$ cat src/rtl/fpnew_slice_out_buffer.sv
// Elastic result buffer behind an FPnew format slice: a Depth-entry circular FIFO
// for result/status/extension bit/tag. Optional sticky status via FPNEW_OUTBUF_STICKY_EN.
module fpnew_slice_out_buffer #(
  parameter int unsigned Width = 32,
  parameter int unsigned Depth = 2,
  parameter type TagType = logic,
  localparam int unsigned CntW = $clog2(Depth + 1)
) (
  input  logic             clk_i,
  input  logic             rst_ni,
  input  logic             flush_i,
  input  logic             in_valid_i,
  output logic             in_ready_o,
  input  logic [Width-1:0] result_i,
  input  logic [4:0]       status_i,
  input  logic             extension_bit_i,
  input  TagType           tag_i,
  output logic             out_valid_o,
  input  logic             out_ready_i,
  output logic [Width-1:0] result_o,
  output logic [4:0]       status_o,
  output logic             extension_bit_o,
  output TagType           tag_o,
  output logic [CntW-1:0]  usage_o,
  output logic             busy_o
`ifdef FPNEW_OUTBUF_STICKY_EN
  ,
  input  logic             sticky_clr_i,
  output logic [4:0]       sticky_status_o
`endif
);

  localparam int unsigned PtrW = (Depth > 1) ? $clog2(Depth) : 1;
  localparam logic [PtrW-1:0] LastPtr = PtrW'(Depth - 1);
  localparam logic [CntW-1:0] FullCnt = CntW'(Depth);

  logic [PtrW-1:0]  wr_ptr_q, rd_ptr_q;
  logic [CntW-1:0]  count_q;
  logic             push, pop;

  logic [Width-1:0] result_mem [Depth];
  logic [4:0]       status_mem [Depth];
  logic             ext_mem    [Depth];
  TagType           tag_mem    [Depth];

  function automatic logic [PtrW-1:0] next_ptr(input logic [PtrW-1:0] ptr);
    return (ptr == LastPtr) ? '0 : ptr + PtrW'(1);
  endfunction

  // Ready depends only on the registered count, so out_ready_i never reaches in_ready_o.
  assign in_ready_o  = (count_q != FullCnt);
  assign out_valid_o = (count_q != '0);
  assign push        = in_valid_i & in_ready_o;
  assign pop         = out_valid_o & out_ready_i;
  assign usage_o     = count_q;
  assign busy_o      = out_valid_o;

  always_ff @(posedge clk_i) begin
    if (!rst_ni) begin
      wr_ptr_q <= '0;
      rd_ptr_q <= '0;
      count_q  <= '0;
    end else if (flush_i) begin
      wr_ptr_q <= '0;
      rd_ptr_q <= '0;
      count_q  <= '0;
    end else begin
      if (push) wr_ptr_q <= next_ptr(wr_ptr_q);
      if (pop)  rd_ptr_q <= next_ptr(rd_ptr_q);
      case ({push, pop})
        2'b10:   count_q <= count_q + CntW'(1);
        2'b01:   count_q <= count_q - CntW'(1);
        default: count_q <= count_q;
      endcase
    end
  end

  // Storage is deliberately left unreset; only the pointers define what is live.
  always_ff @(posedge clk_i) begin
    if (rst_ni && !flush_i && push) begin
      result_mem[wr_ptr_q] <= result_i;
      status_mem[wr_ptr_q] <= status_i;
      ext_mem[wr_ptr_q]    <= extension_bit_i;
      tag_mem[wr_ptr_q]    <= tag_i;
    end
  end

  always_comb begin
    result_o        = '0;
    status_o        = '0;
    extension_bit_o = 1'b0;
    tag_o           = '0;
    if (out_valid_o) begin
      result_o        = result_mem[rd_ptr_q];
      status_o        = status_mem[rd_ptr_q];
      extension_bit_o = ext_mem[rd_ptr_q];
      tag_o           = tag_mem[rd_ptr_q];
    end
  end

`ifdef FPNEW_OUTBUF_STICKY_EN
  logic [4:0] sticky_q;

  // A pop discarded by flush does not contribute; flush itself leaves the flags alone.
  always_ff @(posedge clk_i) begin
    if (!rst_ni) begin
      sticky_q <= '0;
    end else if (sticky_clr_i) begin
      sticky_q <= '0;
    end else if (pop && !flush_i) begin
      sticky_q <= sticky_q | status_o;
    end
  end

  assign sticky_status_o = sticky_q;
`endif

endmodule

$ cat config.mk
export PLATFORM = sky130hd
export DESIGN_NAME = fpnew_slice_out_buffer
export DESIGN_NICKNAME = d
export VERILOG_FILES = /design/src/rtl/fpnew_slice_out_buffer.sv
export SDC_FILE = /design/constraint.sdc
export NUM_CORES = 1
export LEC_CHECK = 0
export BUFFER_PORTS_ARGS = -buffer_cell sky130_fd_sc_hd__buf_2
export CAP_MARGIN = 20
export CORE_MARGIN = 1.5
export CORE_UTILIZATION = 40
export DETAILED_ROUTE_END_ITERATION = 10
export SLEW_MARGIN = 20
export SYNTH_ARGS = -nofsm -noshare
export SYNTH_HDL_FRONTEND = slang
export SYNTH_SLANG_ARGS = --single-unit
$ cat constraint.sdc
create_clock -name clk_i -period 5 [get_ports clk_i]
set_input_delay 0 -clock clk_i [delete_from_list [all_inputs] [get_ports clk_i]]
set_output_delay 0 -clock clk_i [all_outputs]
set_load 0.01 [all_outputs]
## Yosys cells after proc, flatten, opt, wreduce, memory -nomap -nowiden

Memories as Yosys holds them, arrays and structs flattened. A register that Yosys moved wholly into a read port is not among the register bits.
Index checks and enable logic that the tools add are counted.

- Multiply operators: 0
- Eq/ne operators: 3
- Divide/modulo/power cells: 0
- Shift-type cells: 0
- Magnitude comparators: 0
- Bitwise logic cells: 3
- Multiplexer cells: 17
- Add/subtract/negate cells: 4
- Reductions and logical operators: 6

Operators with widths:

| operator | count |
|---|---|
| 2-to-1 mux 32 bit | 1 |
| 2-to-1 mux 1 bit | 14 |
| 2-to-1 mux 5 bit | 1 |
| case mux 2 bit (2 select lines) | 1 |
| nonzero test 2 bit | 2 |
| adder 1 bit, second input constant | 2 |
| adder 2 x 1 -> 2 bit, second input constant | 1 |
| bitwise AND 1 bit | 2 |
| equality test 2 x 1 -> 1 bit, second input constant | 1 |
| equality test 2 bit, second input constant | 1 |
| logical AND 1 bit | 2 |
| != test 2 bit, second input constant | 1 |
| OR reduction 2 bit | 1 |
| subtractor 2 x 1 -> 2 bit, second input constant | 1 |
| logical NOT 1 bit | 1 |
| inverter 1 bit | 1 |

- RAM bits: 78
- Register bits after elaboration: 4
- Word-level logic and storage cells: 40
- Memory bits (read-only): 0
- Input port bits: 44
- Memories: 4
- Bits in latches: 0

Memories:

| memory | depth | width | read ports | clocked after Yosys merged registers in | wr ports | line | text |
|---|---|---|---|---|---|---|---|
| result_mem | 2 | 32 | 1 | 1 | 1 | 41 | `logic [Width-1:0] result_mem [Depth];` |
| status_mem | 2 | 5 | 1 | 1 | 1 | 42 | `logic [4:0] status_mem [Depth];` |
| ext_mem | 2 | 1 | 1 | 1 | 1 | 43 | `logic ext_mem [Depth];` |
| tag_mem | 2 | 1 | 1 | 1 | 1 | 44 | `TagType tag_mem [Depth];` |

## Depth between registers and ports, before layout

Gate-level depths: netlist of run 1.

- Word-level depth: 5
- Gate-level depth with buffers: 6
- Gate-level depth less buffers: 6

## Worst setup path after synthesis of run 1

No wires, ideal clock.

- Path kind: flip-flop to flip-flop
- Start point: register count_q[0] (netlist: usage_o[0])
- End point: memory ext_mem[0], enable pin
- Path buffers: 0
- Slack: 1.040 ns
- Arrival time: 3.477 ns
- Setup time: 0.484 ns
- Cell stages (with the launch flop): 4
- Period minus slack after synthesis: 3.960 ns
- Path through: dfxtp_1 nand2b_1 nand2_1 nor3_1

- Cells in the longest elaborated chain, start to end: 5

Ends and longest elaborated chain:

| element | line | text |
|---|---|---|
| from (decl) | 38 | `logic [CntW-1:0] count_q;` |
| from (signal assigned) | 71 | `2'b10: count_q <= count_q + CntW'(1);` |
| from (signal assigned) | 72 | `2'b01: count_q <= count_q - CntW'(1);` |
| from (signal assigned) | 73 | `default: count_q <= count_q;` |
| != test 2 bit | 51 | `assign in_ready_o = (count_q != FullCnt);` |
| named net in_ready_o | 13 | `output logic in_ready_o,` |
| bitwise AND 1 bit | 53 | `assign push = in_valid_i & in_ready_o;` |
| logical AND 1 bit | 80 | `if (rst_ni && !flush_i && push) begin` |
| 2-to-1 mux 1 bit | 80 |  |
| 2-to-1 mux 1 bit (implied by the code) | 83 | `ext_mem[wr_ptr_q] <= extension_bit_i;` |
| to (decl) | 43 |  |

The timed path passes the listed nets, and every way through them passes these cells.

## Worst setup path after layout of run 1

- Start point: register count_q[0] (netlist: usage_o[0])
- End point: memory result_mem[0][25], enable pin

- Cells in the longest elaborated chain, start to end: 5

Ends and longest elaborated chain:

| element | line | text |
|---|---|---|
| != test 2 bit | 51 |  |
| bitwise AND 1 bit | 53 |  |
| logical AND 1 bit | 80 |  |
| 2-to-1 mux 1 bit | 80 |  |
| 2-to-1 mux 1 bit (implied by the code) | 81 | `result_mem[wr_ptr_q] <= result_i;` |
| to (decl) | 41 |  |

No other way between the ends.

==> reports/summary.md, run 1 <==
In this run the biggest area consumer among cell types represents 74.0% of the synthesized area. In the synthesized netlist the dominant register cell turns out to be edfxtp_1. The worst hold path begins at rst_ni.

STA puts the critical path data arrival time at 2.17 ns. Summed over all layers, the global routing overflow is 0. Wires add up to 5880 µm. The worst setup path is captured at a flop.

The critical path goes through nand2b_1 -> nand2_1 -> nor3_4 -> buf_4. For the number of global-route vias before repair, the log shows 1,990. The category of the worst setup path launch point was a flop.

The run gives 0.00244 mm² as the sequential standard cell area. The distinct cell type count of the synthesized netlist is 20, and the final non-filler cell area is 0.00430 mm². Summed over all failing endpoints, the final setup total negative slack is 0 ns. The area taken by multi-input logic gates came out at 679 µm². The quantity of I/O buffers inserted on ports was 87; the reg2reg setup slack was 2.83 ns. After clock tree synthesis, the clock-pin slew on the worst setup and hold paths is 0.07 ns. The buffer and inverter count on the worst path came out at 1. Setup repair after global routing left no endpoint under its margin. The starting density of the core was 41.2%.

Launching point of the worst reg2reg path: usage_o[0]. In this run the standard cell core region covers 0.00769 mm². Row generation in the floorplan step produced 32 rows.

The max-slew violation count was 0. The detailed-route wire length per cell was 13.6 µm. Across the routed clock network, the largest skew measured is 0.00576 ns.

The first global-routing pass estimated 9230 µm of wire. In this run the worst hold path is classified as input port to flop. In this run, synthesis inferred 78 flip-flops with an integrated enable. For the worst setup path, the data required time is 5.00 ns.

The largest fanout on the critical path came out at 26. The largest stage delay on the critical path came out at 0.54 ns. The flow ran to the end, and the final reports show no timing, DRC or antenna violations. Measured against its own limit, the worst slew margin works out to 36.4%.

IR analysis of the VDD net gives a maximum drop of 170 µV. Summing all placed instances gives a cell area of 0.00371 mm². The die covers 0.00845 mm². The tools report the total of warnings raised by yosys as 0. The origin of the worst setup path is usage_o[0]. Counting flops and latches in the post-synthesis netlist gives 83. For the number of hold-slack violations in the final timing report, the log shows 0.

For the number of antenna violations at the first check in global routing, the log shows 0. Setup violations remaining at the end of the flow were counted as 0. The placer congestion estimate is 0.666. The length of the first detailed-routing pass in iterations was 4. After synthesis, the cell types taking the most area are edfxtp_1 74%, mux2i_1 12%, nor2_1 5.1%. The total power density per cell area is 313 mW/mm², and the achievable clock frequency is 0.461 GHz. The final critical delay including setup and external delays came out at 2.17 ns. For this run, the register share of the synthesized area comes to 77.2%.

After technology mapping, the gate count stands at 194. The clock drives 83 sinks. The critical path start-end classification was flop to flop. Detailed routing inserted a total of 1,950 vias. After synthesis, the share of flip-flops with an asynchronous set or reset is 0%.

The net count after synthesis is 239, and the number of max-cap violations is 0. After the last flow step, the layout net total stands at 370. Among all stages on the critical path, the largest delay is contributed by nor3_4. For the pin with the worst max-slew slack, the measured transition is 0.952 ns.

The first-iteration detailed-routing DRC count is 105, and the layout cell share with drive strength beyond 1 is 32.8%. TritonCTS built the clock tree. The floorplan step set the die height to 91.9 µm. The repair_antennas step left the layout with diodes totalling 0.

In this run the number of H-tree levels came out at 3. The run gives 88 as the number of primary I/O pins. Measured along the x axis, the die boundary spans 91.9 µm. The deepest clock path buffer count is 2, and the growth of design area from synthesis to finish is 36.0%.

After detailed routing, the number of vias per cell comes to 4.52. For this run, the total global-route usage over all layers was measured as 14.6%. The root buffer cell chosen for the clock tree is clkbuf_8. The mapped cell area was 0.00316 mm². The logs give 669 for the fill cell instance count of the final layout and 0.34 ns for the clock network latency to the later pin of the worst-skew pair. In this run the remaining antenna-violating nets after routing total 0.

The top cell type by total area after synthesis was edfxtp_1. The total design power is 1.35 mW, and the portion of the clock cycle consumed by the worst path in the final layout is 43.4%. Cells fill 56.0% of the core in the end. In the post-synthesis netlist, the cell with the most instances is edfxtp_1. Detailed placement ended at an HPWL of 3560 µm. The total clock buffers created by CTS was 9. The run gives 1.63 nW as the cell leakage power. Largest net degree at the start of global routing: 41. Sorting the synthesized cells by how often they occur yields 78 x edfxtp_1, 43 x nor2_1, 39 x mux2i_1. The kind of cell with the highest combined delay along the critical path is simple AND/OR/NAND/NOR gates. The synthesized area per cell works out to 16.3 µm². For this run, design rule violations remaining after detail routing come to 0.
area by class of cell:
cell class                      instances  area share [%]
Sequential cell                        83            56.8
Inverter                                3           0.262
Tap cell                              102            2.97
Timing Repair Buffer                  130            19.9
Clock inverter                          5            1.28
Multi-Input combinational cell         98            15.8
Clock buffer                           10            2.97
final timing paths:
path                                          end  depth (start not counted)
worst max-delay path            result_mem[0][25]                          4
worst min-delay path                         flop                          3
worst max register to register  result_mem[0][25]                          4
worst min register to register               flop                          2
what timing repair did:
item | 4_1_cts | 5_1_grt
hold buffers | 40 | 0
endpoints found under the setup margin | 0 | 0
endpoints found under the hold margin | 79 | 0
setup buffers | 0 | 0
resized for setup | 0 | 0
report_power, final:
group | internal [mW] | switching [mW]
sequential | 0.774 | 0.00725
combinational | 0.0614 | 0.0601
clock | 0.226 | 0.217
kinds of logic (layout without fill, tap and decap cells):
group	count (synthesis)	after routing	synth area share [%]
buffers and inverters	13	148	2.10
muxes	39	39	12.3
adders and majority gates	1	1	0.395
DFF	83	83	77.2
and+or+nand+nor	50	50	6.29
AOI/OAI and AO/OA	5	5	0.870
xor gates and xnor gates	3	3	0.831
sequential cells by signal, indices dropped and copies added (netlist names), named ones only:
name	cells
usage_o	2
tag_mem	2
result_mem	64
status_mem	10
rd_ptr_q	1
wr_ptr_q	1
ext_mem	2
worst min-delay path, stage by stage:
cell	delay, ns
buf_2	0.08
nand2b_1	0.19
nor2_1	0.15
layer usage:
layer	share of wire [%]	routed length [µm]	vias up	global-route usage [%]
li1	-	-	965	-
met4	1.4	81	0	6.03
met5	0	0	-	0
met1	44	2610	917	18.5
met2	48	2830	61	23.4
met3	6.0	354	7	4.64
layout by cell type, fill, tap and decap left out, types with 2 or more instances in the layout:
master,n
a21oi_1,2
buf_2,87
buf_4,3
clkbuf_8,9
clkinv_2,2
clkinvlp_4,2
dfxtp_1,4
dlygate4sd3_1,40
edfxtp_1,78
inv_1,3
mux2i_1,39
nand2b_1,2
nor2_1,42
o21ai_0,2
xor2_1,2
stage by stage:
step	instances	hold WS [ns]	worst slack, ns
global placement	376	0.187	2.53
detailed placement	376	0.192	2.49
finish	431	0.121	2.83
floorplan	194	0.0989	1.04
CTS	431	0.0860	2.48
global route	431	0.163	2.62
(Power assumes the default switching activity.)
==> run 2: changes to the inputs <==
--- a/config.mk
+++ b/config.mk
@@ -5,11 +5,13 @@
 export SDC_FILE = /design/constraint.sdc
 export NUM_CORES = 1
 export LEC_CHECK = 0
+export ABC_AREA = 1
 export BUFFER_PORTS_ARGS = -buffer_cell sky130_fd_sc_hd__buf_2
 export CAP_MARGIN = 20
 export CORE_MARGIN = 1.5
 export CORE_UTILIZATION = 40
 export DETAILED_ROUTE_END_ITERATION = 10
+export PLACE_DENSITY = 0.66
 export SLEW_MARGIN = 20
 export SYNTH_ARGS = -nofsm -noshare
 export SYNTH_HDL_FRONTEND = slang
==> constraint.sdc (replaced) <==
create_clock -name clk_i -period 1.8 [get_ports clk_i]
set_input_delay 0 -clock clk_i [delete_from_list [all_inputs] [get_ports clk_i]]
set_output_delay 0 -clock clk_i [all_outputs]
set_load 0.01 [all_outputs]
==> run 2 against run 1 <==
Net effect: non-clock buffer count grew 5; count of clock-buffer cells in the layout did not move; highest routed layer unchanged; critical path type is now input port to flop; hold slack worse by 0.089 ns; total power grew to 3.0 times the previous value; global-route usage increased by 1.7 points; register-to-register slack worse by 2.5 ns; via count increased by 15%.
==> reports/summary.md, run 2 <==
The flow ran to the end, and the final reports show no timing, DRC or antenna violations. The tools report the max-slew violation count as 0. Entering global routing, the biggest net connects 41 pins. The final worst setup slack is 0.219 ns. The deepest clock path buffer count is 2. Summing every instance area after synthesis gives 0.00316 mm². In the final routed layout, each cell accounts on average for 13.6 µm. Once the floorplan was initialized, standard cells occupied 41.1% of the core. The logs give 426 for the final layout net count and 432 for the number of cells after detailed placement.

Share of synthesized registers carrying an async set or reset: 0%. The run gives 3 as the depth of the CTS H-tree. The worst max-slew margin expressed relative to the limit came out at 70.2%.

The number of global-route vias before repair came out at 2,228. The biggest area contributor in the post-synthesis netlist is edfxtp_1. The die is 91.9 µm wide. The setup total negative slack was 0 ns. The number of max-cap violations came out at 0.

The run gives 0 as the total DRC errors in the routed layout. The synthesized design contains 78 enable-type register cells. The synthesized design contains 83 register bits. The most used flip-flop cell after synthesis is edfxtp_1. Global routing used 16.3% of the available tracks across all layers.

In the layout the commonest cells are 87 x nand2_1, 87 x buf_2, 78 x edfxtp_1. The logs give 83 for the number of clock sinks seen by CTS and 657 for the fill cell instance count of the final layout. For this block, the initial DRC count from the detailed router was 133. Timing would allow up to 0.633 GHz. OpenSTA, run right after detailed placement, puts the worst setup slack at 0.345 ns.

Number of antenna violations at the first check in global routing: 0. The depth of the worst register-to-register path was 5; the peak supply drop was 645 µV. The largest fanout on the critical path is 20, and the flip-flop count of the largest register, all copies and words added is 64.

Sequential elements use 77.2% of the synthesized area. The remaining number of nets flagged by the antenna check after routing was 0; the growth of design area from synthesis to finish was 38.5%. In the final routing, the length of wire on met1 measures 2770 µm. Summed over all layers, the routed wires come to 6610 µm. The uppermost metal layer occupied by signal nets was met4. Yosys mapped the design onto 16 distinct sky130hd cell types. In this run the static leakage power is 1.79 nW. The critical path runs through a total of 6 cells.

At the end of the flow the core is filled with cells to 57.0%. By count the netlist is led by 87 x nand2_1, 78 x edfxtp_1, 40 x a21oi_1. The estimated wirelength of the detail-placed design was 4120 µm; the transition time at the pin with the least slew margin was 0.447 ns. Slowest library cell on the worst path: dlygate4sd3_1. For this run, the number of standard cells in the final layout without fillers is 488. Total core area: 0.00769 mm².

For the met2 layer wire length in the routed design, the log shows 3330 µm. At the worst endpoint, the arrival time is 1.60 ns. The wire length of the first global-routing pass was 10,400 µm. The root buffer cell chosen for the clock tree is clkbuf_8.

The length of the first detailed-routing pass in iterations was 6; the number of diodes added for antenna fixing was 0. During synthesis, Yosys emitted a total of 0 warnings. The most flop-heavy register was result_mem. STA classifies the critical path startpoint as an input port.

Row generation in the floorplan step produced 32 rows. For this run, the slowest stage of the critical path takes 0.53 ns. In the final layout, the registers with the most flip-flops are result_mem (64), status_mem (10). In this run, CTS created clock tree buffers numbering 9. In the post-synthesis netlist, the biggest area contributors are edfxtp_1 74%, nand2_1 10%, a21oi_1 6.3%. Between clock sinks in the finished design, the worst skew comes to 0.0101 ns. For the worst-skew pair, the clock arrives at the later sink with an insertion delay of 0.34 ns. In this run, post-CTS repair resized a total of 0 instances. For this block, the via count after detailed routing is 2,234.

Total power density per cell area: 927 mW/mm². TritonCTS built the clock tree. The min-delay analysis places its worst path in the category input port to flop. The most frequent cell after synthesis is nand2_1. Input and output buffers added on the ports amount to 87. The synthesized area per cell works out to 12.8 µm².

The die footprint was 0.00845 mm². After global routing the overflow that remains totals 0. Traced cell by cell, the critical path runs through dlygate4sd3_1 -> buf_2 -> nor2_1 -> nand3_1 -> nor2_4 -> buf_4. The completed layout was analyzed and its total power is 4.06 mW. For the finished layout, the period the worst path requires is 1.58 ns. The worst setup path is of the input port to flop kind. The synthesized design devotes to its leading area cell type 74.1% of total area. In the finished design, the share of the clock period the worst path needs comes to 87.8%.

Clock-pin slew was measured on the worst setup and hold paths at 0.08 ns. For this design the top-level I/O count stands at 88. Of the cells placed in the final design, the portion with a size suffix greater than 1 is 30.3%.

Gate family responsible for the most delay along the worst path: buffers and inverters. Synthesis produced a netlist with a net count of 293. The worst setup path is captured at a flop.

Synthesis produced 248 cells. The die boundary height is 91.9 µm, and the placer congestion estimate is 0.775. The via density per instance is 4.58, and the number of hold-slack violations in the final timing report is 0. Counting instances, the worst hold path has a depth of 5.

The run gives 1.82 ns as the required time of the worst setup path. The buffer and inverter count on the worst path came out at 3. The tools report the setup-violating endpoint count in the final report as 0. Setup repair after global routing left no endpoint under its margin. In the detailed route, the total length drawn on met3 is 448 µm.
[run 2: cell types whose count changed after synthesis, moves of 5 or more]
cell / change
nor2_1: -32
mux2i_1: -39
nand2_1: +86
clkbuf_1: -5
buf_2: +6
a21oi_1: +38
[run 2: area by class of cell]
type / instances / area [µm²] / area share, %
Timing Repair Buffer: 135 / 908 / 20.7
Clock buffer: 10 / 128 / 2.91
Multi-Input combinational cell: 145 / 633 / 14.4
Sequential cell: 83 / 2440 / 55.8
Clock inverter: 6 / 114 / 2.60
Inverter: 7 / 26.3 / 0.600
Tap cell: 102 / 128 / 2.91
[run 2: timing repair]
| item | CTS | global route |
|---|---|---|
| setup buffers | 0 | 0 |
| endpoints found under the hold margin | 83 | 0 |
| hold buffers | 40 | 0 |
[run 2: layer usage]
layer | track usage (%) | up-vias
li1 | - | 1123
met1 | 19.6 | 1033
met2 | 27.9 | 71
met3 | 4.64 | 7
met4 | 6.03 | 0
met5 | 0 | -
[run 2: power by group]
group | leakage, nW | internal (mW) | total, mW | switching [mW]
sequential | 0.750 | 2.15 | 2.16 | 0.0143
clock | 0.113 | 0.924 | 1.56 | 0.639
combinational | 0.925 | 0.158 | 0.333 | 0.175
[run 2: final timing paths]
| path | start | endpoint | slack (ns) |
|---|---|---|---|
| worst min-delay path | rst_ni | usage_o[1] | 0.03 |
| worst max-delay path | flush_i | status_mem[0][3] | 0.22 |
| worst max register to register | usage_o[0] | status_mem[0][3] | 0.32 |
| worst min register to register | rd_ptr_q | flop | 0.53 |
[run 2: metrics by stage]
step	instance area (µm²)	hold WS, ns
4_1_cts	4380	0.00572
6_report	4380	0.0318
3_5_place_dp	3740	0.194
3_3_place_gp	3740	0.191
2_1_floorplan	3180	0.0989
5_1_grt	4380	0.0493
[run 2: cells by family (layout without fill, tap and decap cells)]
family | Yosys count | after routing | share of synthesized area, %
and+or+nand+nor | 102 | 102 | 12.3
adders and majority gates | 1 | 1 | 0.396
AOI/OAI and AO/OA | 42 | 42 | 6.65
buffers and inverters | 20 | 158 | 3.40
DFF | 83 | 83 | 77.2
[run 2: tightest hold or removal path, stage by stage]
cell,delay [ns]
buf_2,0.09
inv_1,0.04
nor2_1,0.08
nand2_1,0.08
nor2_1,0.03
==> run 3: changes to the inputs <==
--- a/config.mk
+++ b/config.mk
@@ -10,6 +10,7 @@
 export CAP_MARGIN = 20
 export CORE_MARGIN = 1.5
 export CORE_UTILIZATION = 40
+export CTS_CLUSTER_DIAMETER = 100
 export DETAILED_ROUTE_END_ITERATION = 10
 export PLACE_DENSITY = 0.66
 export SLEW_MARGIN = 20
==> constraint.sdc (replaced) <==
create_clock -name clk_i -period 1.8 [get_ports clk_i]
set_input_delay 0.27 -clock clk_i [delete_from_list [all_inputs] [get_ports clk_i]]
set_output_delay 0.27 -clock clk_i [all_outputs]
set_load 0.01 [all_outputs]
==> run 3 against run 2 <==
Net effect: cell area fell by 9.3%; die area did not move; global-route usage fell by 1.0 points; via count fell by 6.4%; sequential share of layout area rose by 5.7 points; total power fell by 13%; sequential power barely moved; hold slack improved by 0.084 ns; final cell count fell by 7.6%.
==> reports/summary.md, run 3 (synthesis gave the netlist of run 2 again) <==
In this run the cell area measured after placement is 0.00381 mm². The reg-to-reg endpoint was usage_o[1]. Leaving out fill and tap cells, the most frequent cells in the layout are 87 x nand2_1, 87 x buf_2, 78 x edfxtp_1. The first detailed-routing pass took 5 iterations. The run finished with clean final reports. The setup total negative slack was 0 ns; the wire length of the first global-routing pass was 9720 µm. Setup slack closes at 0.124 ns.

In the final layout, the registers with the most flip-flops are result_mem (64), status_mem (10). The floorplan step set the die width to 91.9 µm. The transition time at the pin with the least slew margin came out at 0.283 ns. Growth of design area from synthesis to finish: 25.7%. In this run the post-CTS setup repair buffer count came out at 0. The combined global-route utilization of all metal layers was 15.3%; the combinational group share of total power was 7.8%. The tools report the net switching power as 0.794 mW. The clock network burns 31.3% of the power. The run gives 0.00769 mm² as the total core area.

Detailed routing inserted a total of 2,091 vias. The number of antenna violations at the first check in global routing was 0. The critical path contains buffers and inverters numbering 2 combined. The most critical setup path has its startpoint at usage_o[1].

The max-slew violation count came out at 0. Category of the worst setup path launch point: a flop. The number of hold-slack violations in the final timing report was 0; the internal power summed over all cells was 2.76 mW. In this run the static leakage power is 1.61 nW.

The achievable clock frequency was 0.597 GHz; the number of diodes added for antenna fixing was 0. Of the total power, registers draw 60.9%. The endpoint of the most critical setup path is result_o[22]. The startpoint identified for the worst register-to-register timing path is usage_o[1].

The largest net degree at the start of global routing came out at 23. In this run the worst path has a maximum fanout of 21. The clock root buffer master was clkbuf_8.

Subtracting the final worst setup slack from the clock period gives 1.68 ns. After the last flow step, the layout net total stands at 389. The depth of the CTS H-tree was 3; the logic depth of the worst setup path including buffers was 4. Setup repair after global routing left no endpoint under its margin. Fill cell instance count of the final layout: 702.

The portion of the clock cycle consumed by the worst path in the final layout works out to 93.1%. Counting tap cells, the placed design contains a total of 435 instances. The tools report the number of global-route vias before repair as 2,049.

No sink is reached through more buffers than the 2 on the longest clock path. The reg2reg setup slack came out at 0.29 ns. The final wirelength is 6260 µm. Measured in cells, the most critical reg-to-reg path has a length of 8. The min-delay analysis places its worst path in the category input port to flop.

The die footprint was 0.00845 mm²; the post-CTS clock slew at the launch and capture registers of the worst setup and hold paths was 0.09 ns. The total overflow left after global routing is 0. The run gives 4300 µm as the estimated wirelength of the detail-placed design.

Setup-violating endpoint count in the final report: 0. The detailed router used layers up to and including met4. In the final routing, the length of wire on met1 measures 2800 µm. At the worst endpoint, the arrival time is 1.41 ns. Clock tree synthesis found a total of 83 sinks. For this configuration, the core starts out at a cell density of 41.1%. Total power density per cell area: 894 mW/mm².

Ranked by flip-flop count, first place goes to result_mem. The peak supply drop came out at 456 µV. Total design power: 3.55 mW. At the later pin of the worst-skew pair, clock insertion delay measures 0.34 ns. Across the routed clock network, the largest skew measured is 0.0106 ns. At the placement stage, the worst setup path has a slack of 0.339 ns.

At the end of routability-driven placement, the weighted congestion stood at 0.732. Measured against its own limit, the worst slew margin works out to 81.1%. For the worst setup path, the data required time is 1.53 ns.

The critical path start-end classification was flop to primary output. Net switching is 22.4% of the power. The first routing iteration left 82 violations. The slowest stage of the critical path is the dfxtp_1 cell. TritonCTS built the clock tree. The detailed-route wire length per cell was 13.9 µm. The total clock buffers created by CTS came out at 9. The layout cell share with drive strength beyond 1 came out at 33.8%. The number of max-cap violations was 0. STA classifies the critical path endpoint as a primary output.

The largest single stage delay on the critical path is 0.44 ns. The number of hold buffers added after CTS was 0. Traced cell by cell, the critical path runs through nor2_4 -> buf_4 -> a21oi_1 -> buf_2.

The die is 91.9 µm tall. Total DRC errors in the routed layout: 0. Once detail routing completed, the nets flagged for antenna violations numbered 0. In the detailed route, the total length drawn on met3 is 384 µm. Cells fill 51.7% of the core in the end.

In this run the tool buffered the top-level ports with 87 buffer cells. The count of instances resized after the clock tree is built is 0, and the via density per instance is 4.64. For this design the top-level I/O count stands at 88.

After the flow finishes, the layout carries non-filler instances totaling 451. The tools report the number of rows in the core area as 32. In the detailed route, the total length drawn on met2 is 3000 µm.

The register with the most flip-flops in the layout has 64 of them. Final non-filler cell area: 0.00398 mm². The run gives 0.116 ns as the final hold slack.

The gate family responsible for the most delay along the worst path was flip-flops.
==> run 3: cell types whose count changed in the layout (fill, tap and decap cells not counted), moves of 3 or more <==
cell           change
buf_12             +4
clkinv_2           +3
dlygate4sd3_1     -40
bufinv_16          -3
==> run 3: final cells by class <==
| class | count | area (µm²) | area share [%] |
|---|---|---|---|
| timing repair buffer | 98 | 581 | 14.6 |
| clock buffer | 11 | 131 | 3.31 |
| tap | 102 | 128 | 3.21 |
| clock inverter | 5 | 30.0 | 0.755 |
| inverter | 7 | 27.5 | 0.692 |
| multi-input combinational | 145 | 633 | 15.9 |
| sequential | 83 | 2440 | 61.5 |
==> run 3: metal layers <==
metal / up-vias / track usage [%]
met5: - / 0
met4: 0 / 4.74
met3: 7 / 4.89
met2: 72 / 25.5
met1: 960 / 19.0
li1: 1052 / -
==> run 3: worst min path at each step <==
| stage | endpoint | depth (start not counted) | startpoint | slack (ns) |
|---|---|---|---|---|
| finish | result_mem[0][5] | 1 | result_i[5] | 0.12 |
| global route | result_mem[1][5] | 1 | result_i[5] | 0.09 |
| CTS | result_mem[0][5] | 1 | result_i[5] | 0.09 |
| detailed placement | result_mem[1][26] | 1 | result_i[26] | 0.46 |
| global placement | status_mem[1][0] | 1 | status_i[0] | 0.46 |
| floorplan | ext_mem[0] | 0 | extension_bit_i | 0.37 |
==> run 3: power groups by stage <==
stage               logic, mW  registers, mW  clock network [mW]
floorplan               0.133           2.21                   0
global placement        0.276           2.21                   0
detailed placement      0.280           2.21                   0
CTS                     0.282           2.16                1.15
global route            0.307           2.17                1.22
finish                  0.276           2.16                1.11
